===== src/rtl/imm_ext_pipe_if.sv =====
// Valid/ready channel pair for imm_ext_pipe: instruction words in, extended immediates out.
// The pipeline itself connects through the slave modport; the producer/consumer side uses master.
interface imm_ext_pipe_if #(
    parameter int DATA_W = 64
);
    logic              in_valid;
    logic              in_ready;
    logic [31:0]       in_instr;
    logic              out_valid;
    logic              out_ready;
    logic [DATA_W-1:0] out_imm;
    logic [2:0]        out_fmt;
    logic              out_illegal;

    modport slave (
        input  in_valid, in_instr, out_ready,
        output in_ready, out_valid, out_imm, out_fmt, out_illegal
    );

    modport master (
        output in_valid, in_instr, out_ready,
        input  in_ready, out_valid, out_imm, out_fmt, out_illegal
    );
endinterface


===== src/rtl/imm_ext_pipe.sv =====
// Two-stage LEGv8 immediate extractor/extender with a saturating illegal-opcode counter.
// Optional MOVZ (IW) decoding is enabled by defining IMM_MOVZ_EN.
module imm_ext_pipe #(
    parameter int DATA_W = 64,
    parameter int CNT_W  = 16
) (
    input  logic             clk,
    input  logic             reset,
    imm_ext_pipe_if.slave    bus,
    output logic [CNT_W-1:0] illegal_cnt
);

    typedef enum logic [2:0] {
        FMT_NONE = 3'd0,
        FMT_D    = 3'd1,
        FMT_CB   = 3'd2,
        FMT_B    = 3'd3,
        FMT_I    = 3'd4,
        FMT_IW   = 3'd5
    } fmt_t;

    fmt_t              dec_fmt;
    logic              s1_valid;
    fmt_t              s1_fmt;
    logic [25:0]       s1_bits;
    logic              s2_valid;
    fmt_t              s2_fmt;
    logic [DATA_W-1:0] s2_imm;
    logic              s2_illegal;
    logic [DATA_W-1:0] ext_imm;
    logic              adv1;
    logic              adv2;
    logic              accept;

    // Ready flows backwards only through stage occupancy and out_ready, never from in_valid.
    assign adv2         = !s2_valid || bus.out_ready;
    assign adv1         = !s1_valid || adv2;
    assign bus.in_ready = adv1;
    assign accept       = bus.in_valid && adv1;

    always_comb begin
        dec_fmt = FMT_NONE;
        if (bus.in_instr[31:21] == 11'b11111000010 || bus.in_instr[31:21] == 11'b11111000000)
            dec_fmt = FMT_D;
        else if (bus.in_instr[31:25] == 7'b1011010)
            dec_fmt = FMT_CB;
        else if (bus.in_instr[31:26] == 6'b000101)
            dec_fmt = FMT_B;
        else if (bus.in_instr[31:22] == 10'b1001000100 || bus.in_instr[31:22] == 10'b1101000100)
            dec_fmt = FMT_I;
`ifdef IMM_MOVZ_EN
        // A narrow datapath cannot hold hw=2/3 shifts, so those words are rejected here.
        else if (bus.in_instr[31:23] == 9'b110100101 && !(DATA_W == 32 && bus.in_instr[22]))
            dec_fmt = FMT_IW;
`endif
    end

    always_ff @(posedge clk or negedge reset) begin
        if (!reset) begin
            s1_valid <= 1'b0;
            s1_fmt   <= FMT_NONE;
            s1_bits  <= '0;
        end else if (adv1) begin
            s1_valid <= bus.in_valid;
            if (bus.in_valid) begin
                s1_fmt  <= dec_fmt;
                s1_bits <= bus.in_instr[25:0];
            end
        end
    end

    always_comb begin
        ext_imm = '0;
        case (s1_fmt)
            FMT_D:   ext_imm = {{(DATA_W-9){s1_bits[20]}}, s1_bits[20:12]};
            FMT_CB:  ext_imm = {{(DATA_W-19){s1_bits[23]}}, s1_bits[23:5]};
            FMT_B:   ext_imm = {{(DATA_W-26){s1_bits[25]}}, s1_bits[25:0]};
            FMT_I:   ext_imm = {{(DATA_W-12){1'b0}}, s1_bits[21:10]};
`ifdef IMM_MOVZ_EN
            FMT_IW:  ext_imm = DATA_W'(s1_bits[20:5]) << {s1_bits[22:21], 4'b0000};
`endif
            default: ext_imm = '0;
        endcase
    end

    always_ff @(posedge clk or negedge reset) begin
        if (!reset) begin
            s2_valid   <= 1'b0;
            s2_fmt     <= FMT_NONE;
            s2_imm     <= '0;
            s2_illegal <= 1'b0;
        end else if (adv2) begin
            s2_valid <= s1_valid;
            if (s1_valid) begin
                s2_fmt     <= s1_fmt;
                s2_imm     <= ext_imm;
                s2_illegal <= (s1_fmt == FMT_NONE);
            end
        end
    end

    // Counted at accept time so a stalled illegal word is counted exactly once.
    always_ff @(posedge clk or negedge reset) begin
        if (!reset)
            illegal_cnt <= '0;
        else if (accept && dec_fmt == FMT_NONE && illegal_cnt != {CNT_W{1'b1}})
            illegal_cnt <= illegal_cnt + CNT_W'(1);
    end

    assign bus.out_valid   = s2_valid;
    assign bus.out_imm     = s2_imm;
    assign bus.out_fmt     = s2_fmt;
    assign bus.out_illegal = s2_illegal;

endmodule


===== src/flat_wrapper.sv =====
// flat-port wrapper written by rule: the top's interface ports become plain ports
module imm_ext_pipe_flat 
#(
    parameter int DATA_W = 64,
    parameter int CNT_W  = 16
)
  (clk, reset, illegal_cnt, bus_in_valid, bus_in_instr, bus_out_ready, bus_in_ready, bus_out_valid, bus_out_imm, bus_out_fmt, bus_out_illegal);
  imm_ext_pipe_if #(.DATA_W(DATA_W)) bus_i ();
  input  logic clk;
  input  logic reset;
  output logic [CNT_W-1:0] illegal_cnt;
  input wire logic [$bits(bus_i.in_valid)-1:0] bus_in_valid;
  input wire logic [$bits(bus_i.in_instr)-1:0] bus_in_instr;
  input wire logic [$bits(bus_i.out_ready)-1:0] bus_out_ready;
  output wire logic [$bits(bus_i.in_ready)-1:0] bus_in_ready;
  output wire logic [$bits(bus_i.out_valid)-1:0] bus_out_valid;
  output wire logic [$bits(bus_i.out_imm)-1:0] bus_out_imm;
  output wire logic [$bits(bus_i.out_fmt)-1:0] bus_out_fmt;
  output wire logic [$bits(bus_i.out_illegal)-1:0] bus_out_illegal;
  assign bus_i.in_valid = bus_in_valid;
  assign bus_i.in_instr = bus_in_instr;
  assign bus_i.out_ready = bus_out_ready;
  assign bus_in_ready = bus_i.in_ready;
  assign bus_out_valid = bus_i.out_valid;
  assign bus_out_imm = bus_i.out_imm;
  assign bus_out_fmt = bus_i.out_fmt;
  assign bus_out_illegal = bus_i.out_illegal;
  imm_ext_pipe #(.DATA_W(DATA_W), .CNT_W(CNT_W)) u_core (.clk(clk), .reset(reset), .bus(bus_i), .illegal_cnt(illegal_cnt));
endmodule

===== config.mk =====
export PLATFORM = sky130hd
export DESIGN_NAME = imm_ext_pipe_flat
export DESIGN_NICKNAME = d
export VERILOG_FILES = /design/src/rtl/imm_ext_pipe_if.sv /design/src/rtl/imm_ext_pipe.sv /design/src/flat_wrapper.sv
export SDC_FILE = /design/constraint.sdc
export NUM_CORES = 1
export LEC_CHECK = 0
export BUFFER_PORTS_ARGS = -buffer_cell sky130_fd_sc_hd__buf_2
export CAP_MARGIN = 15
export CORE_AREA = 5 5 107 109
export CTS_BUF_LIST = sky130_fd_sc_hd__clkbuf_8
export CTS_CLUSTER_SIZE = 16
export DETAILED_ROUTE_END_ITERATION = 6
export DIE_AREA = 0 0 112 114
export GPL_ROUTABILITY_DRIVEN = 1
export PLACE_DENSITY = 0.64
export SYNTH_ARGS = -nofsm -noshare
export SYNTH_HDL_FRONTEND = slang
export SYNTH_SLANG_ARGS = --single-unit

===== constraint.sdc =====
create_clock -name clk -period 1.5 [get_ports clk]
set_input_delay 0.075 -clock clk [delete_from_list [all_inputs] [get_ports clk]]
set_output_delay 0.075 -clock clk [all_outputs]
set_load 0.005 [all_outputs]

# After elaboration in Yosys (flattened, before gate mapping)
# Cells that the tools add are included.
# W data, S select, Z words.
[op_classes] addsub=1 n_eq_ne=11 mux=5 n_reduce_logical=13
[op_table] cell="$pmux W64 S4" count=1
[op_table] cell="$eq A11 B11 Y1 const B" count=2
[op_table] cell="$eq A10 B10 Y1 const B" count=2
[op_table] cell="$add A16 B1 Y16 const B" count=1
[op_table] cell="$ne A16 B16 Y1 const B" count=1
[op_table] cell="$mux W3" count=4
[op_table] cell="$eq A7 B7 Y1 const B" count=1
[op_table] cell="$eq A3 B2 Y1 const B" count=2
[op_table] cell="$eq A6 B3 Y1 const B" count=1
[op_table] cell="$logic_not A3 Y1" count=2
[op_table] cell="$logic_or A1 B1 Y1" count=4
[op_table] cell="$reduce_and A2 Y1" count=2
[op_table] cell="$eq A3 B1 Y1 const B" count=1
[op_table] cell="$eq A3 B3 Y1 const B" count=1
[op_table] cell="$logic_and A1 B1 Y1" count=3
[op_table] cell="$logic_not A1 Y1" count=2
[word_totals] regBits=115

# Logic depth before layout (Yosys ltp)
[logic_depth] depth_word=9 depth_mapped=7

# Least setup slack after synthesis
# OpenSTA, ideal clock, no wires.
[synth_path] path_type="register -> register" from="register u_core.illegal_cnt[2]" to="register u_core.illegal_cnt[11]" setup_ns=0.138 arrival_ns=1.481 setup_slack_ns=-0.119 stages_incl_launch_ff=7 path_buffers=1 cell_sequence="dfrtp_1 and4_4 nand3_4 nor3_4 buf_4 nor4_1 xor2_1"
[synth_between] elab_chain_cells=2
[synth_rtl] element="start: declaration" line_no="imm_ext_pipe.sv:10" source="output logic [CNT_W-1:0] illegal_cnt"
[synth_rtl] element="start signal: assignment" line_no="imm_ext_pipe.sv:107" source="illegal_cnt <= illegal_cnt + CNT_W'(1);"
[synth_rtl] element="parallel branches: the longest is 2 deep, another holds $add A16 B1 Y16"
# Parallel ways; which one is timed is not known.
# A chain may end at the register's enable or synchronous reset.

# Final worst setup path
[layout_path] from="register u_core.illegal_cnt[5]" to="register u_core.illegal_cnt[5]"
# Same word-level chain as after synthesis.

==> run metrics <==
total length of routed wires=10.1 mm; RSZ-0062 raised after global routing=true; Syn Inst Count=361; Hold WS=approximately 31 ps; clock buffer depth=2; Die X=112 um; Yosys reg bits=77; worst r2r src=u_core.illegal_cnt[5]$_DFFE_PN0P_; share of cells above drive strength 1=43.9%; Die Height=114 um; worst path required time=1730 ps; worst hold path stage count=4; starting density of the core=38.1%; post-synthesis sequential area ratio=48.2%; io pins=around 120; minimum clock period=about 1500 ps; status=finished with violations; Reg2Reg Depth=7; area growth from synthesis to final layout=37.8%; dpl ws=-128 ps; Worst Tran Pin Value=529 ps; gpl congestion=0.845; H-tree lvl count=3; Yosys warning total=0; Final Instance Area=0.00551 mm^2; starting DRC count in detailed routing=137; Setup Skew=7.72 ps; setup tns final=-131 ps; met2 usage=24.5%; startpoint types=register; Clock transition at path regs=about 80 ps; WL per Instance=15.2 um; CTS tree=done; number of vias per cell=between 4 and 5; IO Port Bufs=between 100 and 150; most frequent cells in the layout=buf_2, dfrtp_1, buf_4; relative slew slack=between 60% and 70%; Final Cycle Share=102%; num rows=38; Worst-Skew Late Latency=350 ps; CTS Buf Count=9; Mapped Avg Cell Area=approximately 11 um^2; leakage=2.68 nW; diode count=0; length of the first detailed-routing pass in iterations=4; MaxCap Viol Count=0; Top Usage Layer GRT=met2; ys flop type=dfrtp_1; root buffer cell=clkbuf_8; EDFF count, synth=0; crit path kind=reg2reg; final setup fails=6; Final Hold Fails=0; Worst Hold Class=in2reg; met3 global-route usage=4.14%; cell area after synthesis=around 0.004 mm^2; Die ar.=approximately 0.013 mm^2; ys async rst share=100%; fin. max-slew vios=0; Power per Cell Area=between 1000 and 1500 mW/mm^2; initial antenna violation count=0; # DRC=0; crit end category=register; vias in the first global route=3,178; DP Wirelength=7.47 mm; WHS Endpoint=u_core.s1_fmt[2]$_DFFE_PN0P_; pin count of the biggest net entering global routing=40; CORE AREA=0.0105 mm^2; Placed Area=0.00487 mm^2; Hold Startpoint=bus_in_instr[22]; Num Clock Sinks=77; Worst R2R End=u_core.illegal_cnt[5]$_DFFE_PN0P_; commonest non-fill, non-tap cell in the layout=buf_2; maximum fanout along the worst path=6; Synth cell types=53; final setup margin=-33.1 ps; Mapped Nets=398; Nets=554; fmax=652 MHz; GRT met1 Usage=approximately a fifth; first-pass GRT wire length=around 16 mm; flop2flop setup slack=-30 ps; ANT nets after route=0; peak supply drop=783 uV; Crit path arrival time=1760 ps; gr usage total=15.4%; failing checks=setup timing; Final Power=6.28 mW; Overflow after GRT=0; Vias=3,235
==> per-layer routing <==
layer / vias up / wire [um]
li1: 1569 / -
met5: - / 0
met2: 96 / 4710
met1: 1554 / 4510
met3: 16 / 660
met4: 0 / 193
==> layout make-up <==
type,count,area [um^2]
clock inverter,5,73.8
tap,140,175
inverter,2,10.0
timing repair buffer,201,1370
sequential,77,1930
clock buffer,11,151
fill,942,5000
multi-input combinational,226,1800
==> worst max-delay path by stage <==
stage | start | end | cells after the start
floorplan | u_core.illegal_cnt[2]$_DFFE_PN0P_ | u_core.illegal_cnt[1]$_DFFE_PN0P_ | 5
global placement | bus_in_instr[27] | u_core.illegal_cnt[7]$_DFFE_PN0P_ | 7
detailed placement | bus_in_instr[29] | u_core.illegal_cnt[3]$_DFFE_PN0P_ | 7
CTS | u_core.illegal_cnt[5]$_DFFE_PN0P_ | u_core.illegal_cnt[15]$_DFFE_PN0P_ | 5
global route | u_core.illegal_cnt[8]$_DFFE_PN0P_ | u_core.illegal_cnt[11]$_DFFE_PN0P_ | 6
finish | u_core.illegal_cnt[5]$_DFFE_PN0P_ | u_core.illegal_cnt[5]$_DFFE_PN0P_ | 7
==> critical path: stages (launching register included) <==
cell and delay [ps]:
dfrtp_1 360, and4_4 270, nand3_4 90, nor3_4 230, buf_6 170, buf_6 110
nor4_2 40, xor2_1 140
==> power by group <==
part	switching [mW]	internal [mW]	leakage, nW	total [mW]
Clock	0.743	1.02	0.121	1.76
Sequential	0.265	2.42	0.958	2.68
Combinational	0.871	0.966	1.61	1.84
Total	1.88	4.40	2.68	6.28
==> cells in the mapped netlist, drive strengths merged, types with 6 or more instances <==
cell	instances	share of area (%)
nor2	9	0.84
xor2	14	3.1
a22oi	8	1.5
nand2	32	3.0
a22o	8	1.8
clkbuf	8	0.75
o22ai	8	1.3
nor3	6	1.0
mux2	39	11
mux2i	9	2.3
a21oi	20	2.5
o21ai	21	2.7
buf	48	8.6
dfrtp	77	48
==> cell families after synthesis <==
kind of cell	count (synthesis)	share of synthesized area (%)
fa+ha+maj	1	0.313
flops	77	48.2
mux	48	13.2
buf+inv	58	9.51
compound gates	76	12.2
simple gates	87	13.5
xor+xnor	14	3.07
==> flip-flops by register name (all words and copies together), names as in the netlist <==
signal / count
u_core.bus.out_imm: 26
u_core.s1_bits: 26
u_core.illegal_cnt: 16
u_core.bus.out_fmt: 3
u_core.s1_fmt: 3
u_core.bus.out_illegal: 1
u_core.bus.out_valid: 1
u_core.s1_valid: 1
==> through the flow <==
step / utilization, % / cells
after floorplan: - / 361
after global placement: 46.4 / 618
after detailed placement: 46.4 / 618
after CTS: 51.4 / 661
after global routing: 52.4 / 662
final: 52.4 / 662
==> repair_timing <==
item,CTS,global route
gates resized for setup,7,22
gates cloned,0,1
hold buffers,26,0
setup endpoints to repair,20,64
pin swaps,1,2
hold endpoints to repair,82,0
buffers inserted,1,0
No activity file was read; power rests on OpenSTA's default activity.
